## config.mk

```make
export PLATFORM = sky130hd
export DESIGN_NAME = ula_ncl_sequencer_flat
export DESIGN_NICKNAME = d
export VERILOG_FILES = /design/src/rtl/ula_ncl_sequencer_if.sv /design/src/rtl/ula_ncl_sequencer.sv /design/src/flat_wrapper.sv
export SDC_FILE = /design/constraint.sdc
export NUM_CORES = 1
export LEC_CHECK = 0
export CORE_ASPECT_RATIO = 1.4
export CORE_MARGIN = 2
export CORE_UTILIZATION = 51
export CTS_BUF_LIST = sky130_fd_sc_hd__clkbuf_4 sky130_fd_sc_hd__clkbuf_8
export DETAILED_ROUTE_END_ITERATION = 10
export GPL_ROUTABILITY_DRIVEN = 1
export PLACE_DENSITY = 0.85
export SYNTH_ARGS = -nofsm -noshare
export SYNTH_HDL_FRONTEND = slang
export SYNTH_SLANG_ARGS = --single-unit
```

## constraint.sdc

```tcl
create_clock -name clk -period 2.9 [get_ports clk]
set_input_delay 0.58 -clock clk [delete_from_list [all_inputs] [get_ports clk]]
set_output_delay 0.58 -clock clk [all_outputs]
set_load 0.02 [all_outputs]
```

## src/rtl/ula_ncl_sequencer_if.sv

```systemverilog
// Request/response bundle between the synchronous pipeline
// and the shared NCL ALU sequencer.
interface ula_ncl_sequencer_if;
    logic       r0_valid;
    logic       r0_ready;
    logic [1:0] r0_op;
    logic [4:0] r0_a;
    logic [4:0] r0_b;
    logic       r0_cin;
    logic       r1_valid;
    logic       r1_ready;
    logic [1:0] r1_op;
    logic [4:0] r1_a;
    logic [4:0] r1_b;
    logic       r1_cin;
    logic       rsp_valid;
    logic       rsp_ready;
    logic       rsp_id;
    logic [4:0] rsp_out;
    logic       rsp_ovf;
    logic       rsp_neg;
    logic       rsp_zero;
    logic       rsp_err;

    modport master (
        output r0_valid, r0_op, r0_a, r0_b, r0_cin,
        output r1_valid, r1_op, r1_a, r1_b, r1_cin,
        input  r0_ready, r1_ready,
        input  rsp_valid, rsp_id, rsp_out,
        input  rsp_ovf, rsp_neg, rsp_zero, rsp_err,
        output rsp_ready
    );

    modport slave (
        input  r0_valid, r0_op, r0_a, r0_b, r0_cin,
        input  r1_valid, r1_op, r1_a, r1_b, r1_cin,
        output r0_ready, r1_ready,
        output rsp_valid, rsp_id, rsp_out,
        output rsp_ovf, rsp_neg, rsp_zero, rsp_err,
        input  rsp_ready
    );
endinterface

```

## src/rtl/ula_ncl_sequencer.sv

```systemverilog
// Round-robin sequencer sharing one dual-rail NCL ALU between two
// synchronous requesters: encode DATA, sync completion, decode, NULL.
module ula_ncl_sequencer #(
    parameter int SYNC_STAGES = 2,
    parameter int TIMEOUT     = 255
) (
    input  logic                 clk,
    input  logic                 rst_n,
    ula_ncl_sequencer_if.slave   bus,
    output logic                 busy,
    output logic [9:0]           ula_a,
    output logic [9:0]           ula_b,
    output logic [1:0]           ula_sel0,
    output logic [1:0]           ula_sel1,
    output logic [1:0]           ula_cin,
    input  logic [9:0]           ula_out,
    input  logic [1:0]           ula_ovf,
    input  logic [1:0]           ula_neg,
    input  logic [1:0]           ula_zero
);

    localparam logic [1:0] IDLE      = 2'd0;
    localparam logic [1:0] DATA_WAIT = 2'd1;
    localparam logic [1:0] NULL_WAIT = 2'd2;
    localparam logic [1:0] RESP      = 2'd3;

    localparam logic [7:0] TMO = 8'(TIMEOUT);

    logic [1:0] state;
    logic [7:0] timer;
    logic       last;
    logic       id_q;

    logic       rsp_id_q;
    logic [4:0] rsp_out_q;
    logic       rsp_ovf_q;
    logic       rsp_neg_q;
    logic       rsp_zero_q;
    logic       rsp_err_q;

    logic [SYNC_STAGES-1:0] comp_ff;
    logic [SYNC_STAGES-1:0] null_ff;
    logic                   comp_sync;
    logic                   null_sync;

    logic        comp_raw;
    logic        null_raw;
    logic        bad_pair;
    logic [15:0] pairs;
    logic [4:0]  dec_out;
    logic        dec_ovf;
    logic        dec_neg;
    logic        dec_zero;

    logic       win1;
    logic       accept;
    logic [1:0] sel_op;
    logic [4:0] sel_a;
    logic [4:0] sel_b;
    logic       sel_cin;

    function automatic logic [1:0] enc1(input logic v);
        return v ? 2'b10 : 2'b01;
    endfunction

    function automatic logic [9:0] enc5(input logic [4:0] v);
        logic [9:0] r;
        r = '0;
        for (int k = 0; k < 5; k++) begin
            r[2*k +: 2] = enc1(v[k]);
        end
        return r;
    endfunction

    function automatic logic dec1(input logic [1:0] p);
        return p == 2'b10;
    endfunction

    // Both valid: the requester not granted last time wins.
    assign win1   = bus.r1_valid && (!bus.r0_valid || !last);
    assign accept = rst_n && (state == IDLE) &&
                    (bus.r0_valid || bus.r1_valid);

    assign bus.r0_ready = accept && !win1;
    assign bus.r1_ready = accept && win1;

    assign sel_op  = win1 ? bus.r1_op  : bus.r0_op;
    assign sel_a   = win1 ? bus.r1_a   : bus.r0_a;
    assign sel_b   = win1 ? bus.r1_b   : bus.r0_b;
    assign sel_cin = win1 ? bus.r1_cin : bus.r0_cin;

    assign pairs = {ula_zero, ula_neg, ula_ovf, ula_out};

    always_comb begin
        comp_raw = 1'b1;
        null_raw = 1'b1;
        bad_pair = 1'b0;
        dec_out  = '0;
        for (int k = 0; k < 8; k++) begin
            if (pairs[2*k +: 2] == 2'b00) begin
                comp_raw = 1'b0;
            end else begin
                null_raw = 1'b0;
            end
            if (pairs[2*k +: 2] == 2'b11) begin
                bad_pair = 1'b1;
            end
        end
        for (int k = 0; k < 5; k++) begin
            dec_out[k] = dec1(ula_out[2*k +: 2]);
        end
    end

    assign dec_ovf  = dec1(ula_ovf);
    assign dec_neg  = dec1(ula_neg);
    assign dec_zero = dec1(ula_zero);

    always_ff @(posedge clk or negedge rst_n) begin
        if (!rst_n) begin
            comp_ff <= '0;
            null_ff <= '0;
        end else begin
            comp_ff <= {comp_ff[SYNC_STAGES-2:0], comp_raw};
            null_ff <= {null_ff[SYNC_STAGES-2:0], null_raw};
        end
    end

    assign comp_sync = comp_ff[SYNC_STAGES-1];
    assign null_sync = null_ff[SYNC_STAGES-1];

    always_ff @(posedge clk or negedge rst_n) begin
        if (!rst_n) begin
            state      <= IDLE;
            timer      <= '0;
            last       <= 1'b1;
            id_q       <= 1'b0;
            ula_a      <= '0;
            ula_b      <= '0;
            ula_sel0   <= '0;
            ula_sel1   <= '0;
            ula_cin    <= '0;
            rsp_id_q   <= 1'b0;
            rsp_out_q  <= '0;
            rsp_ovf_q  <= 1'b0;
            rsp_neg_q  <= 1'b0;
            rsp_zero_q <= 1'b0;
            rsp_err_q  <= 1'b0;
        end else begin
            unique case (state)
                IDLE: begin
                    if (accept) begin
                        ula_a    <= enc5(sel_a);
                        ula_b    <= enc5(sel_b);
                        ula_sel0 <= enc1(sel_op[0]);
                        ula_sel1 <= enc1(sel_op[1]);
                        ula_cin  <= enc1(sel_cin);
                        id_q     <= win1;
                        last     <= win1;
                        timer    <= '0;
                        state    <= DATA_WAIT;
                    end
                end
                DATA_WAIT: begin
                    if (comp_sync || timer == TMO) begin
                        ula_a    <= '0;
                        ula_b    <= '0;
                        ula_sel0 <= '0;
                        ula_sel1 <= '0;
                        ula_cin  <= '0;
                        timer    <= '0;
                        rsp_id_q <= id_q;
                        state    <= NULL_WAIT;
                    end else begin
                        timer <= timer + 8'd1;
                    end
                    // Completion has priority over a coincident timeout.
                    if (comp_sync) begin
                        rsp_out_q  <= dec_out;
                        rsp_ovf_q  <= dec_ovf;
                        rsp_neg_q  <= dec_neg;
                        rsp_zero_q <= dec_zero;
                        rsp_err_q  <= bad_pair;
                    end else if (timer == TMO) begin
                        rsp_out_q  <= '0;
                        rsp_ovf_q  <= 1'b0;
                        rsp_neg_q  <= 1'b0;
                        rsp_zero_q <= 1'b0;
                        rsp_err_q  <= 1'b1;
                    end
                end
                NULL_WAIT: begin
                    if (null_sync) begin
                        state <= RESP;
                    end else if (timer == TMO) begin
                        rsp_err_q <= 1'b1;
                        state     <= RESP;
                    end else begin
                        timer <= timer + 8'd1;
                    end
                end
                RESP: begin
                    if (bus.rsp_ready) begin
                        state <= IDLE;
                    end
                end
                default: state <= IDLE;
            endcase
        end
    end

    assign busy          = (state != IDLE);
    assign bus.rsp_valid = (state == RESP);
    assign bus.rsp_id    = rsp_id_q;
    assign bus.rsp_out   = rsp_out_q;
    assign bus.rsp_ovf   = rsp_ovf_q;
    assign bus.rsp_neg   = rsp_neg_q;
    assign bus.rsp_zero  = rsp_zero_q;
    assign bus.rsp_err   = rsp_err_q;

endmodule

```

## src/flat_wrapper.sv

```systemverilog
// flat-port wrapper written by rule: the top's interface ports become plain ports
module ula_ncl_sequencer_flat 
#(
    parameter int SYNC_STAGES = 2,
    parameter int TIMEOUT     = 255
)
  (clk, rst_n, busy, ula_a, ula_b, ula_sel0, ula_sel1, ula_cin, ula_out, ula_ovf, ula_neg, ula_zero, bus_r0_valid, bus_r0_op, bus_r0_a, bus_r0_b, bus_r0_cin, bus_r1_valid, bus_r1_op, bus_r1_a, bus_r1_b, bus_r1_cin, bus_r0_ready, bus_r1_ready, bus_rsp_valid, bus_rsp_id, bus_rsp_out, bus_rsp_ovf, bus_rsp_neg, bus_rsp_zero, bus_rsp_err, bus_rsp_ready);
  ula_ncl_sequencer_if bus_i ();
  input  logic clk;
  input  logic rst_n;
  output logic busy;
  output logic [9:0] ula_a;
  output logic [9:0] ula_b;
  output logic [1:0] ula_sel0;
  output logic [1:0] ula_sel1;
  output logic [1:0] ula_cin;
  input  logic [9:0] ula_out;
  input  logic [1:0] ula_ovf;
  input  logic [1:0] ula_neg;
  input  logic [1:0] ula_zero;
  input wire logic [$bits(bus_i.r0_valid)-1:0] bus_r0_valid;
  input wire logic [$bits(bus_i.r0_op)-1:0] bus_r0_op;
  input wire logic [$bits(bus_i.r0_a)-1:0] bus_r0_a;
  input wire logic [$bits(bus_i.r0_b)-1:0] bus_r0_b;
  input wire logic [$bits(bus_i.r0_cin)-1:0] bus_r0_cin;
  input wire logic [$bits(bus_i.r1_valid)-1:0] bus_r1_valid;
  input wire logic [$bits(bus_i.r1_op)-1:0] bus_r1_op;
  input wire logic [$bits(bus_i.r1_a)-1:0] bus_r1_a;
  input wire logic [$bits(bus_i.r1_b)-1:0] bus_r1_b;
  input wire logic [$bits(bus_i.r1_cin)-1:0] bus_r1_cin;
  output wire logic [$bits(bus_i.r0_ready)-1:0] bus_r0_ready;
  output wire logic [$bits(bus_i.r1_ready)-1:0] bus_r1_ready;
  output wire logic [$bits(bus_i.rsp_valid)-1:0] bus_rsp_valid;
  output wire logic [$bits(bus_i.rsp_id)-1:0] bus_rsp_id;
  output wire logic [$bits(bus_i.rsp_out)-1:0] bus_rsp_out;
  output wire logic [$bits(bus_i.rsp_ovf)-1:0] bus_rsp_ovf;
  output wire logic [$bits(bus_i.rsp_neg)-1:0] bus_rsp_neg;
  output wire logic [$bits(bus_i.rsp_zero)-1:0] bus_rsp_zero;
  output wire logic [$bits(bus_i.rsp_err)-1:0] bus_rsp_err;
  input wire logic [$bits(bus_i.rsp_ready)-1:0] bus_rsp_ready;
  assign bus_i.r0_valid = bus_r0_valid;
  assign bus_i.r0_op = bus_r0_op;
  assign bus_i.r0_a = bus_r0_a;
  assign bus_i.r0_b = bus_r0_b;
  assign bus_i.r0_cin = bus_r0_cin;
  assign bus_i.r1_valid = bus_r1_valid;
  assign bus_i.r1_op = bus_r1_op;
  assign bus_i.r1_a = bus_r1_a;
  assign bus_i.r1_b = bus_r1_b;
  assign bus_i.r1_cin = bus_r1_cin;
  assign bus_r0_ready = bus_i.r0_ready;
  assign bus_r1_ready = bus_i.r1_ready;
  assign bus_rsp_valid = bus_i.rsp_valid;
  assign bus_rsp_id = bus_i.rsp_id;
  assign bus_rsp_out = bus_i.rsp_out;
  assign bus_rsp_ovf = bus_i.rsp_ovf;
  assign bus_rsp_neg = bus_i.rsp_neg;
  assign bus_rsp_zero = bus_i.rsp_zero;
  assign bus_rsp_err = bus_i.rsp_err;
  assign bus_i.rsp_ready = bus_rsp_ready;
  ula_ncl_sequencer #(.SYNC_STAGES(SYNC_STAGES), .TIMEOUT(TIMEOUT)) u_core (.clk(clk), .rst_n(rst_n), .bus(bus_i), .busy(busy), .ula_a(ula_a), .ula_b(ula_b), .ula_sel0(ula_sel0), .ula_sel1(ula_sel1), .ula_cin(ula_cin), .ula_out(ula_out), .ula_ovf(ula_ovf), .ula_neg(ula_neg), .ula_zero(ula_zero));
endmodule
```

# Yosys cells after proc, flatten, opt, wreduce, memory -nomap -nowiden
# Index checks and enable logic that the tools add are counted.
# classes
addsub,1
eq_ne,26
n_mux,74
n_reduce_logical,32
# ops
cell,count
$mux W2,23
$pmux W10 S2,2
$eq A2 B2 Y1 const B,18
$mux W1,32
$mux W8,4
$mux W10,3
$pmux W8 S3,1
$mux W5,4
$logic_not A2 Y1,9
$pmux W2 S2,3
$add A8 B1 Y8 const B,1
$eq A8 B8 Y1 const B,1
$pmux W2 S4,1
$reduce_and A2 Y1,4
$reduce_and A4 Y1,2
$reduce_bool A2 Y1,4
$ne A2 B1 Y1 const B,3
$logic_and A1 B1 Y1,5
$ne A2 B2 Y1 const B,2
$logic_not A1 Y1,3
$logic_or A1 B1 Y1,3
$ne A3 B1 Y1 const B,1
$reduce_and A3 Y1,1
$reduce_bool A3 Y1,1
2 further kinds,2
# word_totals
register_bits,52
input_bits,47
output_inout_bits,40

# Logic depth before layout (Yosys ltp)
# Gate-level depths: netlist of the first run.
# logic_depth
ltp_word,11
depth_mapped,8

# Worst setup path after synthesis of the first run
# OpenSTA, ideal clock, no wires.
# synth_path
path_type,in2out
startpoint,input bus_r1_valid
endpoint,output bus_r1_ready
t_arrival_ps,1381
required_time_ps,2320
slack_ps,939
stages,3
path_cell_list,a21boi_2 -> buf_4 -> and3_1
# synth_via
elab_chain_len,3
# synth_lines
item,line_no,source
start: declaration,flat_wrapper.sv:26,input wire logic [$bits(bus_i.r1_valid)-1:0] bus_r1_valid;
$logic_or A1 B1 Y1,ula_ncl_sequencer.sv:82,(bus.r0_valid || bus.r1_valid);
$logic_and A1 B1 Y1,ula_ncl_sequencer.sv:81,assign accept = rst_n && (state == IDLE) &&
$logic_and A1 B1 Y1 *,ula_ncl_sequencer.sv:85,assign bus.r1_ready = accept && win1;
end: declaration,flat_wrapper.sv:32,output wire logic [$bits(bus_i.r1_ready)-1:0] bus_r1_ready;
# Every way passes the cells marked *; elsewhere a longest branch is shown, timed or not.

# Worst setup path after layout of the first run
# layout_path
startpoint,register u_core.state[1]
endpoint,output bus_r0_ready
# layout_via
elab_chain_len,4
# layout_lines
item,line_no,source
start: declaration,ula_ncl_sequencer.sv:29,logic [1:0] state;
start signal: assignment,ula_ncl_sequencer.sv:133,state <= IDLE;
start signal: assignment,ula_ncl_sequencer.sv:160,state <= DATA_WAIT;
start signal: assignment,ula_ncl_sequencer.sv:172,state <= NULL_WAIT;
$logic_not A2 Y1,ula_ncl_sequencer.sv:81,
$logic_and A1 B1 Y1 (2 in series),ula_ncl_sequencer.sv:81,
$logic_and A1 B1 Y1,ula_ncl_sequencer.sv:84,assign bus.r0_ready = accept && !win1;
end: declaration,flat_wrapper.sv:31,output wire logic [$bits(bus_i.r0_ready)-1:0] bus_r0_ready;
# Every way passes these cells.

==> flow_summary.ini, run 1 <==
[layout]
area_growth_pct = 39.8
drive_above_1_share = 0.104
final_nets = 389
diodes = 0
n_fill_cell = 377
fin_cells = 401

[worst_setup_path]
critPathLaunchType = flop
reg2reg_depth = 6
cp.arrival_ps = 2130
end_kind = primary output
crit_path_max_fanout = 9
r2r-end = u_core.timer[7]
rrSetupSlack_ps = 870
crit-reg2reg-launch = u_core.state[1]
required_ps = 2320
crit_type = flop to primary output

[drt]
drc = 0
vias_per_cell = 5.50
ant_nets = 0
drt_wl_total_mm = 5.77
vias = 2206
first_iter_violations = 71
routedWlPerCell_um = 14.4
first_pass_iters = 5

[logic_synthesis]
synth_adder_area_share = 0.0286
synthFlopType = dfrtp_1
seq_area_frac_synth = 0.495
yosys_warnings = 0
ys_types = 43
synthXorXnorAreaFrac = 0
synth_edf_count = 0
synth_simple_gate_area_frac = 0.164
synth.avg_cell_area_um2 = 10.5
syn_inst = 251
syn-cell-area_mm2 = 0.00263
synth_top_family_by_area = compound AO/OA/AOI/OAI gates
synth_compound_area_frac = 0.212
muxShareOfSynthArea = 0.0581
syn-num-nets = 304
async_flop_share = 1.00
synth_seq_cells = 52

[placement]
port-buffer-count = 86
gp_congestion = 0.749
hpwl_mm = 4.42
placedCellCount = 393

[sta]
hold_viol_final = 0
rsz0062_at_grt = false
final.min_clock_period_ps = 2710
fmax_ghz = 0.369
finalSetupViolCount = 0
tns_ps = 0
final.hold.worst_slack_ps = 164
skew_ps = 10.9
worst_slew_pin_slew_ps = 551
slew-limit-headroom = 0.632
maxSlewViolCount = 0
period_share = 0.933

[job]
cap_violations = 0

[power]
power.density_mw_per_mm2 = 994
vdd_drop_max_mv = 0.598
p_leak_nw = 1.62

[clock_network]
cts.clk_slew.worst_paths_ps = 80
holdBufCountCts = 0
cts.repair.resized = 0
cts_made_buffers = 5
h-tree-depth = 2
cts-root-buf = clkbuf_8
cts_tree = built
worstSkewPairLatency_ps = 300
clock_path_buffers = 2
postCtsSetupBuffers = 0
cts.sinks = 52

[min_path]
hp-class = input pin to asynchronous set/reset pin

[grt]
grt_pass1_vias = 2134
track_usage = 0.206
grt_pass1_wl_mm = 9.36
overflow = 0
antenna_found_initial = 0
grt_max_degree = 53

[floorplan]
coreArea_mm2 = 0.00492
die_w_um = 64.7
fp-row-count = 30
die_h_um = 89.0
start_util = 0.535
io_pins = 87
die-area_mm2 = 0.00575

[outcome]
outcome = finished clean
==> worst max path at each step <==
stage / startpoint / endpoint / cells past startpoint
global placement: bus_r1_valid / bus_r1_ready / 4
finish: u_core.state[1] / bus_r0_ready / 5
CTS: u_core.state[0] / bus_r0_ready / 5
detailed placement: bus_r1_valid / bus_r1_ready / 4
global route: u_core.state[0] / bus_r0_ready / 5
floorplan: bus_r1_valid / bus_r1_ready / 3
==> metal layers <==
metal  up-vias  wire [um]  share of wire  track usage
li1       1075          -              -            -
met1      1039       2300           0.40        0.242
met2        81       3010           0.52        0.379
met3        11        343          0.059       0.0403
met4         0        110          0.019       0.0716
met5         -          0              0            0
==> placed cells by master, fill, tap and decap left out, types with 5 or more instances in the layout <==
cell type,n
a32o_1,5
a21oi_1,6
inv_1,12
a22o_1,7
nand2b_1,13
dfrtp_1,51
clkdlybuf4s50_1,85
nand2_1,41
mux2i_1,13
ha_1,6
nor2b_1,5
o21ai_0,20
o31ai_2,11
clkbuf_8,5
==> stage by stage <==
step                utilization  area [um^2]  power [mW]  setup WS [ps]
floorplan                     -         2630        2.40            939
global placement          0.724         3560        3.14            224
detailed placement        0.724         3560        3.20            209
CTS                       0.747         3670        3.70            164
global route              0.747         3670        3.92           38.6
finish                    0.747         3670        3.65            193
==> power by group <==
part / switching (mW) / leakage (nW) / total [mW] / internal [mW]
registers: 0.141 / 0.671 / 1.14 / 0.995
logic: 1.11 / 0.894 / 2.02 / 0.915
clock network: 0.218 / 0.0593 / 0.495 / 0.277
==> critical path, cell delays in order, from the launching register on <==
cell and delay, ps:
dfrtp_1 430, inv_1 120, ha_1 370, nand3_1 110, a21oi_1 180, clkdlybuf4s50_1 630
==> synth_stat cells (5+ instances only) <==
cell type	number	share of area
nand2_1	41	0.059
a21oi_1	6	0.011
ha_1	6	0.029
dfrtp_1	51	0.49
mux2i_1	13	0.049
clkbuf_1	7	0.010
o21ai_0	20	0.038
a32o_1	5	0.019
o31ai_2	11	0.052
a22o_1	7	0.023
nor2b_1	5	0.012
inv_1	12	0.017
nand2b_1	13	0.031
==> logic make-up after synthesis <==
| logic type | after synthesis |
|---|---|
| adders and majority gates | 6 |
| muxes | 15 |
| DFF | 52 |
| buffers and inverters | 25 |
| AOI/OAI and AO/OA | 70 |
| and+or+nand+nor | 83 |
==> flip-flops by register name (all words and copies together), names as in the netlist, 2 cells and up <==
name                count
u_core.ula_a           10
u_core.ula_b           10
u_core.timer            8
u_core.bus.rsp_out      5
u_core.comp_ff          2
u_core.null_ff          2
u_core.state            2
u_core.ula_cin          2
u_core.ula_sel0         2
u_core.ula_sel1         2
==> cell type report <==
class	instances	area (um^2)	share of cell area
Inverter	12	45.0	0.0123
Clock buffer	7	83.8	0.0228
Timing Repair Buffer	91	906	0.247
Multi-Input combinational cell	174	1230	0.334
Tap cell	64	80.1	0.0218
Clock inverter	1	30.0	0.00817
Sequential cell	52	1300	0.354
Note: power is estimated with default switching activity, not from simulation.
==> inputs of run 2 (changes only) <==
- CAP_MARGIN: not set -> 40
- PLACE_DENSITY: 0.85 -> 0.88
==> run 2 against run 1 <==
Effect of this change: count of clock-buffer cells in the layout is the same; cell count is the same; first-iteration DRC count grew 15%; sequential cell count is the same; clock power shrank 12%; die area is the same; clock skew shrank 5.7 ps; largest power group unchanged; global-route usage grew 0.97 points.
==> flow_summary.ini, run 2 (synthesis results as in run 1) <==
[outcome]
outcome = finished clean

[clock_network]
h-tree-depth = 2
cts.repair.resized = 0
clock_path_buffers = 2
holdBufCountCts = 0
cts_made_buffers = 5
postCtsSetupBuffers = 0
cts.clk_slew.worst_paths_ps = 90
cts-root-buf = clkbuf_8
cts.sinks = 52
cts_tree = built
worstSkewPairLatency_ps = 300

[drt]
routedWlPerCell_um = 15.0
drt_wl_total_mm = 6.02
first_pass_iters = 4
ant_nets = 0
first_iter_violations = 82
drc = 0
vias = 2228
vias_per_cell = 5.56

[sta]
period_share = 0.918
maxSlewViolCount = 0
skew_ps = 5.16
tns_ps = 0
final.min_clock_period_ps = 2660
fmax_ghz = 0.376
rsz0062_at_grt = false
hold_viol_final = 0
finalSetupViolCount = 0
worst_slew_pin_slew_ps = 730
slew-limit-headroom = 0.514

[placement]
gp_congestion = 0.802
port-buffer-count = 86
hpwl_mm = 4.50

[layout]
area_growth_pct = 39.2
fin_util = 0.744
largest_registers = u_core.ula_a: 10 flops, u_core.ula_b: 10 flops, u_core.timer: 8 flops
drive_above_1_share = 0.104
diodes = 0
final_common_cell = clkdlybuf4s50_1
final_nets = 389
layout_common_cells = 85 x clkdlybuf4s50_1, 51 x dfrtp_1, 41 x nand2_1, 20 x o21ai_0

[floorplan]
die_w_um = 64.7
coreArea_mm2 = 0.00492
fp-row-count = 30
io_pins = 87
die-area_mm2 = 0.00575
start_util = 0.535
die_h_um = 89.0

[grt]
overflow = 0
antenna_found_initial = 0
grt_max_degree = 56
grt_pass1_vias = 2102
track_usage = 0.216
grt_pass1_wl_mm = 9.72

[worst_setup_path]
end_kind = primary output
critPathLaunchType = input pin
crit_type = input pin to primary output
crit_path_max_fanout = 5
required_ps = 2320
crit_path_cell_trace = clkdlybuf4s50_1 -> a21boi_2 -> and3_1 -> clkdlybuf4s50_1
critPathMostFrequentCell = clkdlybuf4s50_1
crit_slowest_cell = clkdlybuf4s50_1
cpPeakStageDelay_ps = 590
cp.arrival_ps = 2080

[power]
p_leak_nw = 1.61
power.density_mw_per_mm2 = 986
vdd_drop_max_mv = 0.689

[job]
cap_violations = 0

[min_path]
hp-class = flop to flop
[run 2: cell count changes in the layout (fill, tap and decap cells not counted), sizes merged]
| cell | change |
|---|---|
| bufinv | -1 |
| clkinvlp | +1 |
[run 2: cell type report]
cell class	count	area (um^2)
multi-input cells	174	1230
inverters	12	45.0
flip-flops and latches	52	1300
well taps	64	80.1
repair buffers	91	906
clock inverters	1	7.51
fillers	349	1260
clock buffers	7	90.1
[run 2: report_power, final]
part,switching (mW),internal [mW],total [mW],leakage (nW)
Sequential,0.142,0.995,1.14,0.671
Clock,0.231,0.204,0.434,0.0479
Combinational,1.13,0.911,2.04,0.894
[run 2: critical path, delay by kind of cell]
kind	cells	cell delay [ps]
buffers and inverters	2	1130
and+or+nand+nor	1	160
AOI/OAI and AO/OA	1	200
[run 2: path summary, 6_finish.rpt]
path | endpoint | slack, ps | depth (start not counted) | start
max | bus_r1_ready | 240 | 4 | bus_r1_valid
min | u_core.comp_ff[1] | 360 | 0 | u_core.comp_ff[0]
max reg2reg | u_core.ula_sel0[0] | 670 | 7 | u_core.state[1]
min reg2reg | u_core.comp_ff[1] | 360 | 0 | u_core.comp_ff[0]
max in group asynchronous | u_core.timer[6] | 1980 | 2 | rst_n
min in group asynchronous | u_core.ula_b[0] | 460 | 2 | rst_n
[run 2: per-stage QoR]
stage | hold WS (ps) | instances | total power, mW | setup slack (ps) | area (um^2)
4_1_cts | 360 | 401 | 3.65 | 243 | 3660
3_5_place_dp | 337 | 393 | 3.21 | 252 | 3560
3_3_place_gp | 334 | 393 | 3.13 | 278 | 3560
5_1_grt | 362 | 401 | 3.86 | 136 | 3660
2_1_floorplan | 284 | 251 | 2.40 | 939 | 2630
6_report | 361 | 401 | 3.61 | 238 | 3660
[run 2: routing by layer]
metal	global-route usage	vias to the layer above	part of all wire
met5	0	-	0
met4	0.0580	0	0.0088
met3	0.0416	5	0.060
met2	0.402	67	0.53
met1	0.256	1085	0.40
li1	-	1071	-
